$ cat config.mk
export PLATFORM = sky130hd
export DESIGN_NAME = fp_sqrt_param
export DESIGN_NICKNAME = d
export VERILOG_FILES = /design/src/rtl/fp_sqrt_pkg.sv /design/src/rtl/fp_sqrt_classify.sv /design/src/rtl/fp_sqrt_param.sv
export SDC_FILE = /design/constraint.sdc
export NUM_CORES = 1
export LEC_CHECK = 0
export CORE_ASPECT_RATIO = 0.7
export CORE_MARGIN = 10
export CORE_UTILIZATION = 52
export DETAILED_ROUTE_END_ITERATION = 8
export PLACE_DENSITY = 0.77
export RECOVER_POWER = 50
export SYNTH_ARGS = -nofsm -noshare
export SYNTH_HDL_FRONTEND = slang
export SYNTH_SLANG_ARGS = --single-unit
$ cat constraint.sdc
create_clock -name clk -period 2.2 [get_ports clk]
set_clock_uncertainty 0.2 [all_clocks]
set_input_delay 0.33 -clock clk [delete_from_list [all_inputs] [get_ports clk]]
set_output_delay 0.33 -clock clk [all_outputs]
set_load 0.005 [all_outputs]
$ cat src/rtl/fp_sqrt_pkg.sv
// Shared state type and format helpers for the parameterised floating-point square root.
// Build option FP_SQRT_ROUND_EN adds the ROUND state (round-to-nearest-even); otherwise results truncate.
package fp_sqrt_pkg;

`ifdef FP_SQRT_ROUND_EN
  typedef enum logic [2:0] {S_IDLE, S_NORM, S_ITER, S_ROUND, S_DONE} state_t;
`else
  typedef enum logic [2:0] {S_IDLE, S_NORM, S_ITER, S_DONE} state_t;
`endif

  function automatic int unsigned fp_bias(input int unsigned exp_w);
    return (32'd1 << (exp_w - 1)) - 32'd1;
  endfunction

  // Canonical quiet NaN: sign 0, exponent all ones, only the fraction MSB set.
  function automatic logic [63:0] fp_qnan(input int unsigned exp_w, input int unsigned man_w);
    logic [63:0] ones;
    ones = (64'd1 << exp_w) - 64'd1;
    return (ones << man_w) | (64'd1 << (man_w - 1));
  endfunction

endpackage

$ cat src/rtl/fp_sqrt_classify.sv
// Combinational special-operand decode for fp_sqrt_param (subnormals count as zero).
module fp_sqrt_classify #(
  parameter int EXP_W = 8,
  parameter int MAN_W = 7
) (
  input  logic [EXP_W+MAN_W:0] num,
  output logic                 is_zero,
  output logic                 is_inf,
  output logic                 is_nan,
  output logic                 is_neg
);
  import fp_sqrt_pkg::*;

  logic exp_max;
  logic frac_nz;

  assign exp_max = &num[EXP_W+MAN_W-1:MAN_W];
  assign frac_nz = |num[MAN_W-1:0];
  assign is_zero = ~|num[EXP_W+MAN_W-1:MAN_W];
  assign is_inf  = exp_max & ~frac_nz;
  assign is_nan  = exp_max & frac_nz;
  assign is_neg  = num[EXP_W+MAN_W];

endmodule

$ cat src/rtl/fp_sqrt_param.sv
// Multi-cycle floating-point square root, restoring digit recurrence, one root bit per cycle.
// Define FP_SQRT_ROUND_EN for round-to-nearest-even (extra ROUND cycle); default build truncates.
module fp_sqrt_param #(
  parameter int EXP_W = 8,
  parameter int MAN_W = 7
) (
  input  logic                 clk,
  input  logic                 rst_n,
  input  logic                 sqrt_start,
  input  logic [EXP_W+MAN_W:0] num_i,
  output logic                 busy_o,
  output logic [EXP_W+MAN_W:0] num_o,
  output logic                 error,
  output logic                 valid_o
);
  import fp_sqrt_pkg::*;

  localparam int W     = 1 + EXP_W + MAN_W;
  localparam int CNT_W = $clog2(MAN_W + 3);
  localparam logic [CNT_W-1:0] LAST_IT = CNT_W'(MAN_W + 1);
  localparam logic [EXP_W-1:0] BIAS_E  = EXP_W'(fp_bias(EXP_W));
  localparam logic [W-1:0]     QNAN    = W'(fp_qnan(EXP_W, MAN_W));
  localparam logic [W-1:0]     INF     = {1'b0, {EXP_W{1'b1}}, {MAN_W{1'b0}}};

  state_t           state;
  logic [CNT_W-1:0] cnt;
  logic [EXP_W-1:0] exp_q;
  logic [EXP_W-1:0] res_exp;
  logic [MAN_W-1:0] frac_q;
  logic [MAN_W+3:0] rad;
  logic [MAN_W+3:0] rem;
  logic [MAN_W+1:0] root;

  logic is_zero, is_inf, is_nan, is_neg, is_special;
  logic [W-1:0] sp_res;
  logic         sp_err;

  fp_sqrt_classify #(.EXP_W(EXP_W), .MAN_W(MAN_W)) u_classify (
    .num     (num_i),
    .is_zero (is_zero),
    .is_inf  (is_inf),
    .is_nan  (is_nan),
    .is_neg  (is_neg)
  );

  assign is_special = is_zero | is_inf | is_nan | is_neg;

  always_comb begin
    sp_res = INF;
    sp_err = 1'b0;
    if (is_nan)
      sp_res = QNAN;
    else if (is_zero)
      sp_res = {num_i[W-1], {(W-1){1'b0}}};
    else if (is_neg) begin
      sp_res = QNAN;
      sp_err = 1'b1;
    end
  end

  // floor((exp-bias)/2)+bias == (exp+bias)>>1; bit 0 of the sum is the parity of the unbiased exponent.
  logic [EXP_W:0] exp_sum;
  assign exp_sum = {1'b0, exp_q} + {1'b0, BIAS_E};

  logic [MAN_W+3:0] rem_sh, trial, rem_nxt;
  logic [MAN_W+1:0] root_nxt;

  always_comb begin
    rem_sh   = (MAN_W+4)'({rem, rad[MAN_W+3:MAN_W+2]});
    trial    = {root, 2'b01};
    rem_nxt  = rem_sh;
    root_nxt = {root[MAN_W:0], 1'b0};
    if (rem_sh >= trial) begin
      rem_nxt  = rem_sh - trial;
      root_nxt = {root[MAN_W:0], 1'b1};
    end
  end

`ifdef FP_SQRT_ROUND_EN
  logic             round_up;
  logic [MAN_W:0]   frac_rnd;
  logic [EXP_W-1:0] exp_rnd;

  always_comb begin
    round_up = root[0] & ((|rem) | root[1]);
    frac_rnd = {1'b0, root[MAN_W:1]} + {{MAN_W{1'b0}}, round_up};
    exp_rnd  = frac_rnd[MAN_W] ? res_exp + EXP_W'(1) : res_exp;
  end
`endif

  always_ff @(posedge clk or negedge rst_n) begin
    if (!rst_n) begin
      state   <= S_IDLE;
      cnt     <= '0;
      busy_o  <= 1'b0;
      valid_o <= 1'b0;
      error   <= 1'b0;
      num_o   <= '0;
      exp_q   <= '0;
      frac_q  <= '0;
      res_exp <= '0;
      rad     <= '0;
      rem     <= '0;
      root    <= '0;
    end else begin
      valid_o <= 1'b0;
      case (state)
        S_IDLE: begin
          if (sqrt_start) begin
            busy_o <= 1'b1;
            exp_q  <= num_i[W-2:MAN_W];
            frac_q <= num_i[MAN_W-1:0];
            if (is_special) begin
              num_o   <= sp_res;
              error   <= sp_err;
              valid_o <= 1'b1;
              state   <= S_DONE;
            end else begin
              state <= S_NORM;
            end
          end
        end
        S_NORM: begin
          // Radicand keeps the integer pair on top; odd exponents pre-double the significand.
          rad     <= exp_sum[0] ? {1'b1, frac_q, 3'b000} : {2'b01, frac_q, 2'b00};
          res_exp <= exp_sum[EXP_W:1];
          rem     <= '0;
          root    <= '0;
          cnt     <= '0;
          state   <= S_ITER;
        end
        S_ITER: begin
          rad  <= {rad[MAN_W+1:0], 2'b00};
          rem  <= rem_nxt;
          root <= root_nxt;
          cnt  <= cnt + CNT_W'(1);
          if (cnt == LAST_IT) begin
`ifdef FP_SQRT_ROUND_EN
            state <= S_ROUND;
`else
            num_o   <= {1'b0, res_exp, root_nxt[MAN_W:1]};
            error   <= 1'b0;
            valid_o <= 1'b1;
            state   <= S_DONE;
`endif
          end
        end
`ifdef FP_SQRT_ROUND_EN
        S_ROUND: begin
          num_o   <= {1'b0, exp_rnd, frac_rnd[MAN_W-1:0]};
          error   <= 1'b0;
          valid_o <= 1'b1;
          state   <= S_DONE;
        end
`endif
        S_DONE: begin
          busy_o <= 1'b0;
          state  <= S_IDLE;
        end
        default: state <= S_IDLE;
      endcase
    end
  end

endmodule

==> summary.txt <==
Worst VDD drop -> 0.0008017 V
Share of the synthesized area in the top cell type -> 0.4826
Synth area leaders -> dfrtp_1 48%, mux2_2 6.7%, ha_1 5.8%
Slowest CP cell -> dfrtp_1
Ys async rst share -> 1.000
Net Sw Frac -> 0.4134
Startpoint Class -> flop
Yosys reg bits -> 75
RSZ-0062 raised after global routing -> true
Part of the power in registers -> 0.250
Synthesis Warnings -> 0
Antenna fix cells -> 0
Register area share after synthesis -> 0.4826
Count leader, synth -> dfrtp_1
Synth area leader -> dfrtp_1
Clock root buffer -> clkbuf_8
Fin. Hold Viols -> 0
Detailed Place HPWL -> 7119 µm
Chip width -> 123.4 µm
Total wire length -> 10330 µm
Fin crit share -> 1.055
Worst Hold Class -> flop to flop
Worst Setup End Kind -> flop
Worst-path clk slew -> 80 ps
Critical path endpoint -> rem[5]
Max-cap violations -> 0
R2R setup slack -> -120 ps
Die area -> 11390 µm²
Mapped Cells -> 382
Area of placed instances -> 4902 µm²
Initial antenna violation count -> 0
Synth Net Count -> 419
Share of layout cells above drive strength 1 -> 0.3158
Failing checks -> setup timing
PortBufs -> 37
Routed len/inst -> 17.45 µm
Yosys cell types -> 48
Crit path arrival time -> 2340 ps
Static Leak -> 2.352 nW
CTS tree -> built
Cell Rows -> 26
Kind of critical path -> flop to flop
Clock Latency Late Sink -> 350 ps
RR Endpoint -> rem[5]
Final setup vio count -> 7
Worst Setup SP -> root[3]
Cell internal pwr -> 5.427 mW
Synth Flop Type -> dfrtp_1
Total Power -> 9.251 mW
Psw -> 3.824 mW
Setup ws final -> -120.2 ps
Post-route ant nets -> 0
Final nets -> 526
Clock Power Share -> 0.126
Area delta synth->final -> 37.68%
Starting DRT DRC Count -> 228
Design Area, Final -> 5354 µm²
Ports -> 38
Core area -> 7287 µm²
GR Overflow Total -> 0
CP max FO -> 6
Global-route wire length before repair -> 16730 µm
CTS buffer count -> 9
Worst r2r src -> root[3]
Die Span Y -> 92.35 µm
Req. time, crit path -> 2220 ps
Vias -> 3302
Slew HR -> 0.3128
DRC Markers -> 0
First-pass DRT Iterations -> 4
Commonest cells in the netlist -> 75 x dfrtp_1, 37 x nand2_1, 27 x o21ai_0, 26 x inv_1, 23 x mux2_2
Status -> finished, violations left
Fmax -> 431.0 MHz
Min cycle time layout -> 2320 ps
Number of flops mapped to enable cells by yosys -> 0
Largest net degree at the start of global routing -> 76
All-Layer GR Usage -> 0.1811
Syn avg cell area -> 10.18 µm²
Post-Syn Area -> 3889 µm²
Register-to-Register Path Depth -> 8
Vias/cell -> 5.578
Vias in the first global route -> 3359
Initial core utilization -> 0.5337
Combinational share of power -> 0.624
Worst Max-Slew Pin Slew -> 1031 ps
Htree depth -> 3
PwrDens -> 1728 nW/µm²
Final RePlAce weighted congestion -> 0.9106
Cell chain of the critical path -> inv_2 > ha_4 > and4_4 > a41o_1 > a221o_1 > buf_6 > o211ai_1 > o221ai_1
Pins over their slew limit -> 0
Worst Hold Path Cells -> 2
CTS sink cnt -> 75
Max Buffers Root-to-Sink -> 2
Slowest cell delay on critical path -> 420 ps
-- power by group through the flow --
stage / combinational, mW / clock [mW] / sequential, mW
finish: 5.77 / 1.16 / 2.31
global placement: 4.88 / 0 / 2.29
detailed placement: 5.07 / 0 / 2.32
global route: 6.26 / 1.24 / 2.37
floorplan: 3.10 / 0 / 2.24
CTS: 5.39 / 1.18 / 2.30
-- what timing repair did --
action / in CTS / in global routing
hold buffers: 1 / 0
gates resized for setup: 19 / 28
endpoints found under the hold margin: 75 / 0
endpoints found under the setup margin: 17 / 17
buffers inserted: 6 / 4
pin swaps: 16 / 9
-- worst min-delay path by stage --
stage / from / end
4_1_cts: num_o[13] / num_o[13]
2_1_floorplan: rst_n / busy_o
5_1_grt: num_o[14] / num_o[14]
6_report: num_o[13] / num_o[13]
3_3_place_gp: rst_n / exp_q[3]
3_5_place_dp: rst_n / exp_q[3]
-- cell type report --
cell class,count,area (µm²)
clock inverter,7,92.59
inverter,26,97.59
clock buffer,9,123.9
multi-input combinational,264,2074
fill,506,1933
tap,98,122.6
sequential,75,1877
timing repair buffer,113,965.9
-- worst max-delay path, delay by kind of cell (launching register included) --
kind / cells / cell delay (ps)
AOI/OAI and AO/OA: 4 / 910
adders and majority gates: 1 / 200
buffers and inverters: 2 / 260
DFF: 1 / 420
and+or+nand+nor: 1 / 200
-- stage by stage --
step             util  TNS [ps]  setup WS (ps)  instances  hold slack (ps)
2_1_floorplan       -         0          12.47        382           -165.6
6_report       0.7347    -518.1         -120.2        592            277.7
3_3_place_gp   0.6727     -4684         -306.3        567            191.0
5_1_grt        0.7347     -1363         -179.8        592            307.4
4_1_cts        0.7167    -546.3         -93.00        590            285.2
3_5_place_dp   0.6727     -6271         -396.5        567            195.5
-- state kept, by name (all words and copies together), names as in the netlist --
signal and count:
rad 9, root 9, frac_q 7, valid_o 1, cnt 4, res_exp 8, rem 9, exp_q 8
num_o 16, busy_o 1, state 2, error 1
-- logic make-up after synthesis --
kind of cell	synth area share
fa+ha+maj	0.05792
buf+inv	0.04150
mux	0.08720
xor+xnor	0.02027
compound gates	0.1709
flops	0.4826
simple gates	0.1396
-- placed cells by master, fill, tap and decap left out, drive strengths merged, types with 3 or more instances in the layout --
cell | synthesis | final
nand4 | 3 | 3
nand2 | 37 | 37
inv | 26 | 26
o311ai | 3 | 3
clkinv | 0 | 5
nand3b | 3 | 3
mux2i | 8 | 8
o31ai | 17 | 17
nor3 | 7 | 7
o32ai | 3 | 3
ha | 18 | 18
nand2b | 6 | 6
nand3 | 13 | 13
o21ai | 27 | 27
buf | 4 | 75
or3 | 6 | 6
xnor2 | 6 | 6
mux2 | 23 | 23
nor2 | 22 | 22
nor2b | 6 | 6
a21o | 3 | 3
o211ai | 4 | 4
clkdlybuf4s50 | 0 | 36
xor2 | 3 | 3
a211oi | 4 | 4
nor4 | 3 | 3
a21oi | 9 | 9
dfrtp | 75 | 75
clkbuf | 13 | 10
a31oi | 3 | 3
-- layer usage --
| metal | global-route usage | routed length [µm] | share of wire |
|---|---|---|---|
| met4 | 0.04159 | 115 | 0.011 |
| met1 | 0.2495 | 4678 | 0.45 |
| met2 | 0.2779 | 4891 | 0.47 |
| met5 | 0 | 0 | 0 |
| met3 | 0.04912 | 643 | 0.062 |
Power figures use the tool's default switching activity.
